`src/rtl/a78_sd_loader.sv`:
```
// a78_sd_loader: streams an .A78 image from sd_controller into ROM RAM.
// The header gives the payload size; the payload is written so that it ends at the top of ROM.
module a78_sd_loader #(
  parameter int ROM_SIZE       = 49152,
  parameter int HEADER_BYTES   = 128,
  parameter int SECTOR_BYTES   = 512,
  parameter int TIMEOUT_CYCLES = 1048576
) (
  input  logic        clk,
  input  logic        reset,
  input  logic        start,
  input  logic [31:0] start_sector,
  output logic        sd_rd,
  output logic [31:0] sd_address,
  input  logic        sd_ready,
  input  logic [7:0]  sd_dout,
  input  logic        sd_byte_available,
  output logic        mem_we,
  output logic [15:0] mem_addr,
  output logic [7:0]  mem_data,
  output logic [17:0] rom_size,
  output logic        busy,
  output logic        done,
  output logic        error
);
  localparam logic [2:0] IDLE = 3'd0, REQ = 3'd1, RECV = 3'd2, NEXT = 3'd3, DONE = 3'd4, ERR = 3'd5;
  localparam logic [71:0] MAGIC = "ATARI7800";
  localparam int CW = $clog2(SECTOR_BYTES + 1);
  localparam int TW = $clog2(TIMEOUT_CYCLES + 1);
  localparam int SW = $clog2(HEADER_BYTES + 1);
  logic [2:0]    state;
  logic [31:0]   sector, size;
  logic [SW-1:0] s;
  logic [CW-1:0] cnt;
  logic [TW-1:0] timer;
  logic [17:0]   p;
  logic [15:0]   base;
  logic [71:0]   magic_sh;
  logic          bad_magic, prev, rise, hdr, tmo;
  assign rise       = sd_byte_available & ~prev;
  assign hdr        = s == SW'(HEADER_BYTES);
  assign tmo        = timer == TW'(TIMEOUT_CYCLES - 1);
  assign magic_sh   = MAGIC << {s[3:0] - 4'd1, 3'b000};
  assign sd_rd      = state == REQ;
  assign sd_address = sector;
  assign busy       = state == REQ || state == RECV || state == NEXT;
  assign done       = state == DONE;
  assign error      = state == ERR;
  always_ff @(posedge clk or posedge reset) begin
    if (reset) begin
      state     <= IDLE;
      sector    <= '0;
      size      <= '0;
      s         <= '0;
      cnt       <= '0;
      timer     <= '0;
      p         <= '0;
      base      <= '0;
      bad_magic <= 1'b0;
      prev      <= 1'b0;
      mem_we    <= 1'b0;
      mem_addr  <= '0;
      mem_data  <= '0;
      rom_size  <= '0;
    end else begin
      mem_we <= 1'b0;
      prev   <= sd_byte_available;
      case (state)
        IDLE, DONE, ERR: if (start) begin
          sector    <= start_sector;
          size      <= '0;
          s         <= '0;
          cnt       <= '0;
          timer     <= '0;
          p         <= '0;
          bad_magic <= 1'b0;
          rom_size  <= '0;
          state     <= REQ;
        end
        REQ: if (!sd_ready) begin
          cnt   <= '0;
          timer <= '0;
          state <= RECV;
        end else if (tmo) state <= ERR;
        else timer <= timer + 1'b1;
        RECV: if (rise) begin
          timer <= '0;
          cnt   <= cnt + 1'b1;
          if (!hdr) s <= s + 1'b1;
          if (s >= SW'(1) && s <= SW'(9) && sd_dout != magic_sh[71:64]) bad_magic <= 1'b1;
          if (s >= SW'(49) && s <= SW'(52)) size <= {size[23:0], sd_dout};
          // header fully parsed: validate before any payload byte can be written
          if (s == SW'(HEADER_BYTES - 1)) begin
            if (bad_magic || size == '0 || size > 32'(ROM_SIZE)) state <= ERR;
            else begin
              rom_size <= size[17:0];
              base     <= 16'(32'(ROM_SIZE) - size);
            end
          end
          if (hdr && p < rom_size) begin
            mem_we   <= 1'b1;
            mem_addr <= base + p[15:0];
            mem_data <= sd_dout;
            p        <= p + 1'b1;
          end
        end else if (sd_ready) state <= cnt == CW'(SECTOR_BYTES) ? NEXT : ERR;
        else if (tmo) state <= ERR;
        else timer <= timer + 1'b1;
        NEXT: if (hdr && p == rom_size) state <= DONE;
        else begin
          sector <= sector + 1'b1;
          timer  <= '0;
          state  <= REQ;
        end
        default: state <= IDLE;
      endcase
    end
  end
endmodule

```
`config.mk`:
```
export PLATFORM = sky130hd
export DESIGN_NAME = a78_sd_loader
export DESIGN_NICKNAME = d
export VERILOG_FILES = /design/src/rtl/a78_sd_loader.sv
export SDC_FILE = /design/constraint.sdc
export NUM_CORES = 1
export LEC_CHECK = 0
export CAP_MARGIN = 5
export CORE_MARGIN = 4
export CORE_UTILIZATION = 53
export CTS_CLUSTER_DIAMETER = 40
export CTS_CLUSTER_SIZE = 12
export DETAILED_ROUTE_END_ITERATION = 10
export PLACE_DENSITY = 0.79
export SYNTH_ARGS = -nofsm -noshare
export SYNTH_HDL_FRONTEND = slang
export SYNTH_SLANG_ARGS = --single-unit
```
`constraint.sdc`:
```
create_clock -name clk -period 10.54 [get_ports clk]
set_clock_uncertainty 0.15 [all_clocks]
set_input_delay 2.635 -clock clk [delete_from_list [all_inputs] [get_ports clk]]
set_output_delay 2.635 -clock clk [all_outputs]
set_load 0.03 [all_outputs]
```
Word-level counts from Yosys, hierarchy flattened. Index checks and enable logic that the tools add are counted.

$add $sub $neg: 8. Order comparisons: 6. Equal/unequal tests: 24. Shifts and indexed selects: 1. Muxes and demuxes: 47. Bitwise gates (word level): 3. Reductions and logical operators: 27.

Operator list (number): $mux W32 (5); $pmux W32 S2 (2); $mux W21 (6); $mux W18 (6); $pmux W21 S4 (1); $pmux W18 S2 (2); $shl A71 B7 Y72 const A (1); $add A32 B1 Y32 const B (1); $gt A32 B16 Y1 const B (1); $logic_not A32 Y1 (1); $mux W10 (3); $pmux W10 S3 (1); $reduce_and A4 Y1 (7); $mux W3 (9); $mux W8 (3); $add A21 B1 Y21 const B (1); $eq A21 B20 Y1 const B (1); $add A18 B1 Y18 const B (1); $eq A18 B18 Y1 (1); $lt A18 B18 Y1 (1); $add A16 B16 Y16 (1); $pmux W8 S2 (1); $sub A16 B16 Y16 const A (1); $ne A2 B2 Y1 const B (6); other kinds (31) (53).

Bits in registers: 185. Input bits: 45. Output and inout bits: 79. Logic and storage cells: 130.

Longest topological paths before layout.
Depth in word-level cells: 7. Gate-level depth with buffers: 11. Depth with buffers taken out: 10.

Least setup slack after synthesis. OpenSTA, ideal clock, no wires.

Kind: in2reg. From: input port start. To: register size[7]. Library setup time: 66 ps. Data arrival time: 4335 ps. Data required time: 10324 ps. Slack: 5990 ps. Cell stages on the path: 7. Buffers on the path: 1. Cells stage by stage: nor2b_1 > a31oi_1 > a2bb2oi_1 > a2111o_1 > nor3_1 > buf_2 > a22o_1.

Word-level cells in the longest chain between the ends: 2.

Ends and longest elaborated chain: from (decl) (line 11) `input logic start,`; $ne A2 B2 Y1 (no source line); $reduce_and A4 Y1 (no source line); to (signal assigned) (line 91) `if (s >= SW'(49) && s <= SW'(52)) size <= {size[23:0], sd_dout};`; to (decl) (line 32) `logic [31:0] sector, size;`.

No other way between the ends. A chain may end at the register's enable or synchronous reset.

Final worst setup path.
From: input port start. To: register sector[2], in the netlist sd_address[2].

Word-level cells in the longest chain between the ends: 2.

Ends and longest elaborated chain: $ne A2 B2 Y1 (no source line); $reduce_and A3 Y1 (no source line); to (signal assigned) (line 70) `sector <= start_sector;`; to (signal assigned) (line 111) `sector <= sector + 1'b1;`; to (decl) (line 32).

No other way between the ends.

==> results.toml <==
[power_and_ir_drop]
vdd_drop_max_mv = 0.129
seq_power_share_pct = 37.0
combPwrFrac_pct = 39.2
switching_share_pct = 42.0
power_density_mw_per_mm2 = 210
p_switching_w = 0.00110
finalPower_w = 0.00261
p_leak_nw = 5.28
clockPowerShare_pct = 23.9
p_int_w = 0.00151

[routing]
ant_nets = 0
finalWirelength_mm = 25.4
drt-wirelength-per-cell_um = 16.4
dr.pass1.iters = 5
via_count = 9057
drcViolationCount = 0
viasPerCell = 5.83
drt-initial-drc-count = 671

[clocking]
cts_sinks = 185
post_cts_resized = 0
holdBufCountCts = 0
clock_latency_ps = 440
post-cts-setup-buffers = 0
clockBufferDepth = 2
cts_tree = "built"
cts_root_buf = "clkbuf_16"
cts.clk_slew.worst_paths_ps = 70
cts-htree-levels = 4
numCtsBuffers = 17

[sta]
period_minus_slack_ps = 5610
drv_slew = 0
fin_crit_sh_pct = 53.2
tns_ps = 0
fmax_ghz = 0.178
setup_viol = 0
rsz0062_at_grt = "no"
whs_ps = 329
max_slew_margin_pct = 22.9
post-route-worst-setup-slack_ps = 4930
worst_slew_pin_slew_ps = 1150
finalHoldViolations = 0

[logic_synthesis]
yosys-top-cells-area = "dfrtp_1 44%, ha_1 5.4%, nand2_1 5.1%"
synth-edff-count = 0
ys_types = 71
syn_avg_cell_area_um2 = 8.88
async_flop_share_pct = 100
synth_top_area_share_pct = 44.2
synthFlopType = "dfrtp_1"
ys_ff_latch = 185
synth.top_cells.by_count = "185 x dfrtp_1, 142 x nand2_1, 107 x nor2_1, 88 x o21ai_0, 75 x a21oi_1"
yosysSeqAreaShare_pct = 44.2
post-synth-top-count-cell = "dfrtp_1"
ys_warn_count = 0
synth_nets = 1270
synth_area_mm2 = 0.0105
yosysTopAreaCell = "dfrtp_1"
synth_cells = 1179

[final_layout]
layout-drive-gt1-share_pct = 5.97
syn2layout_area_growth_pct = 19.0
fill_cells = 1647
fin_nets = 1367
antenna_cells = 0
fin_util_pct = 64.0

[global_route]
track_usage_pct = 23.8
overflow = 0
grt_antenna_before_repair = 0
grt_max_degree = 68
grt_pass1_vias = 8491
grt_pass1_wl_mm = 43.0

[critical_path]
cpLargestDelayFamily = "simple AND/OR/NAND/NOR gates"
regToRegEndpoint = "timer[3]$_DFFE_PP0P_"
crit_arrival_ps = 5740
slowest_delay_ps = 770
crit_slowest_cell = "nand2_1"
critPathBufInv = 1
path_class = "in -> reg"
crit_fanout = 29
rrSetupSlack_ps = 6660
rr_startpoint = "s[0]$_DFFE_PP0P_"
worst-r2r-cell-count = 9
crit_top_cell = "o21ai_0"
crit_path_start_kind = "input pin"
required_ps = 10670
endpoint_kind = "flip-flop"
path_cells = "clkdlybuf4s50_1 > nor2b_1 > nand2_1 > o21a_1 > o21ai_0 > o21ai_0"

[min_path]
hold_depth = 2
hp-class = "reg -> reg"
hp-start = "mem_addr[4]$_DFFE_PP0P_"
hold_end = "mem_addr[4]$_DFFE_PP0P_"

[outcome]
status = "finished, final reports clean"

[flow_run]
maxCapViolCount = 0

[die]
dieArea_mm2 = 0.0221
core.rowCount = 51
coreArea_mm2 = 0.0195
start_util_pct = 53.8
die_w_um = 149
io_pins = 124
die_h_um = 149

[place]
gp_congestion = 0.854
port_buffers = 123
dp_slack_ps = 4510
dp_hpwl_mm = 18.1
## area by class of cell
| type | count | area (um^2) | area share [%] |
|---|---|---|---|
| sequential | 185 | 4630 | 37.2 |
| tap | 265 | 332 | 2.66 |
| inverter | 43 | 166 | 1.34 |
| clock buffer | 18 | 439 | 3.53 |
| timing repair buffer | 132 | 1300 | 10.4 |
| clock inverter | 14 | 131 | 1.05 |
| multi-input combinational | 897 | 5460 | 43.8 |
## how the worst max path moves through the flow
stage	startpoint	endpoint	slack (ps)	cells after the start
2_1_floorplan	reset	bad_magic$_DFFE_PP0P_	2730	1
3_3_place_gp	start	sd_address[15]$_DFFE_PP0P_	4580	6
3_5_place_dp	start	sd_address[2]$_DFFE_PP0P_	4510	6
4_1_cts	start	sd_address[2]$_DFFE_PP0P_	4980	6
5_1_grt	start	sd_address[15]$_DFFE_PP0P_	4510	6
6_report	start	sd_address[2]$_DFFE_PP0P_	4930	6
## cell usage in the layout, fill, tap and decap left out, types with 6 or more instances in the layout
| cell type | netlist | layout |
|---|---|---|
| nand4_1 | 19 | 19 |
| nand2b_1 | 11 | 11 |
| a22o_1 | 16 | 16 |
| or3_1 | 11 | 11 |
| and3_1 | 19 | 19 |
| a21oi_1 | 75 | 75 |
| a31oi_1 | 12 | 12 |
| mux2_2 | 12 | 12 |
| buf_4 | 3 | 9 |
| nor3_1 | 33 | 33 |
| a21o_1 | 12 | 12 |
| nand2_1 | 142 | 142 |
| xnor2_1 | 30 | 30 |
| nor2_1 | 107 | 106 |
| o21ai_0 | 88 | 88 |
| o21ai_1 | 27 | 26 |
| and4_1 | 6 | 6 |
| clkbuf_16 | 0 | 17 |
| nor4_1 | 19 | 19 |
| clkdlybuf4s50_1 | 0 | 123 |
| o22ai_1 | 15 | 15 |
| o31ai_1 | 8 | 8 |
| nand3_1 | 56 | 56 |
| ha_1 | 45 | 45 |
| xor2_1 | 40 | 40 |
| o21a_1 | 7 | 7 |
| inv_1 | 43 | 42 |
| dfrtp_1 | 185 | 185 |
| nor2b_1 | 9 | 8 |
## cell families after synthesis
family / after synthesis / synth area share, %
flip-flops: 185 / 44.2
adder cells (fa/ha/maj): 46 / 5.57
XOR/XNOR: 70 / 5.86
buffers and inverters: 97 / 3.78
multiplexers: 12 / 1.29
AND/OR/NAND/NOR: 460 / 21.2
AO/OA/AOI/OAI: 309 / 18.1
## power groups by stage
stage               clock network, W  logic, W  registers [W]
finish                      0.000623   0.00102       0.000965
global route                0.000664   0.00113       0.000986
CTS                         0.000633   0.00102       0.000961
detailed placement                 0   0.00102       0.000974
global placement                   0   0.00100       0.000970
floorplan                          0  0.000620        0.00104
## tightest hold or removal path, delay by kind of cell (launching register included)
kind            cells  cell delay (ps)
flops               1              340
compound gates      1               60
simple gates        1               40
## metal layers
metal	GRT usage (%)	share of wire (%)	vias to the layer above
met1	35.1	47	4303
met3	4.33	5.8	43
met2	36.3	45	293
met5	0	0	-
met4	6.37	2.0	0
li1	-	-	4418
## per-stage QoR
stage                     instances  instance area, um^2
after floorplan                1179                10500
after global placement         1522                11900
after detailed placement       1522                11900
after CTS                      1554                12500
after global routing           1554                12500
final                          1554                12500
## registers in the layout (all words and copies together) (netlist names), 3 cells and up
signal,count
state,3
timer,21
p,18
sd_address,32
mem_addr,16
rom_size,18
size,32
cnt,10
base,16
mem_data,8
s,8
Power figures use the tool's default switching activity.
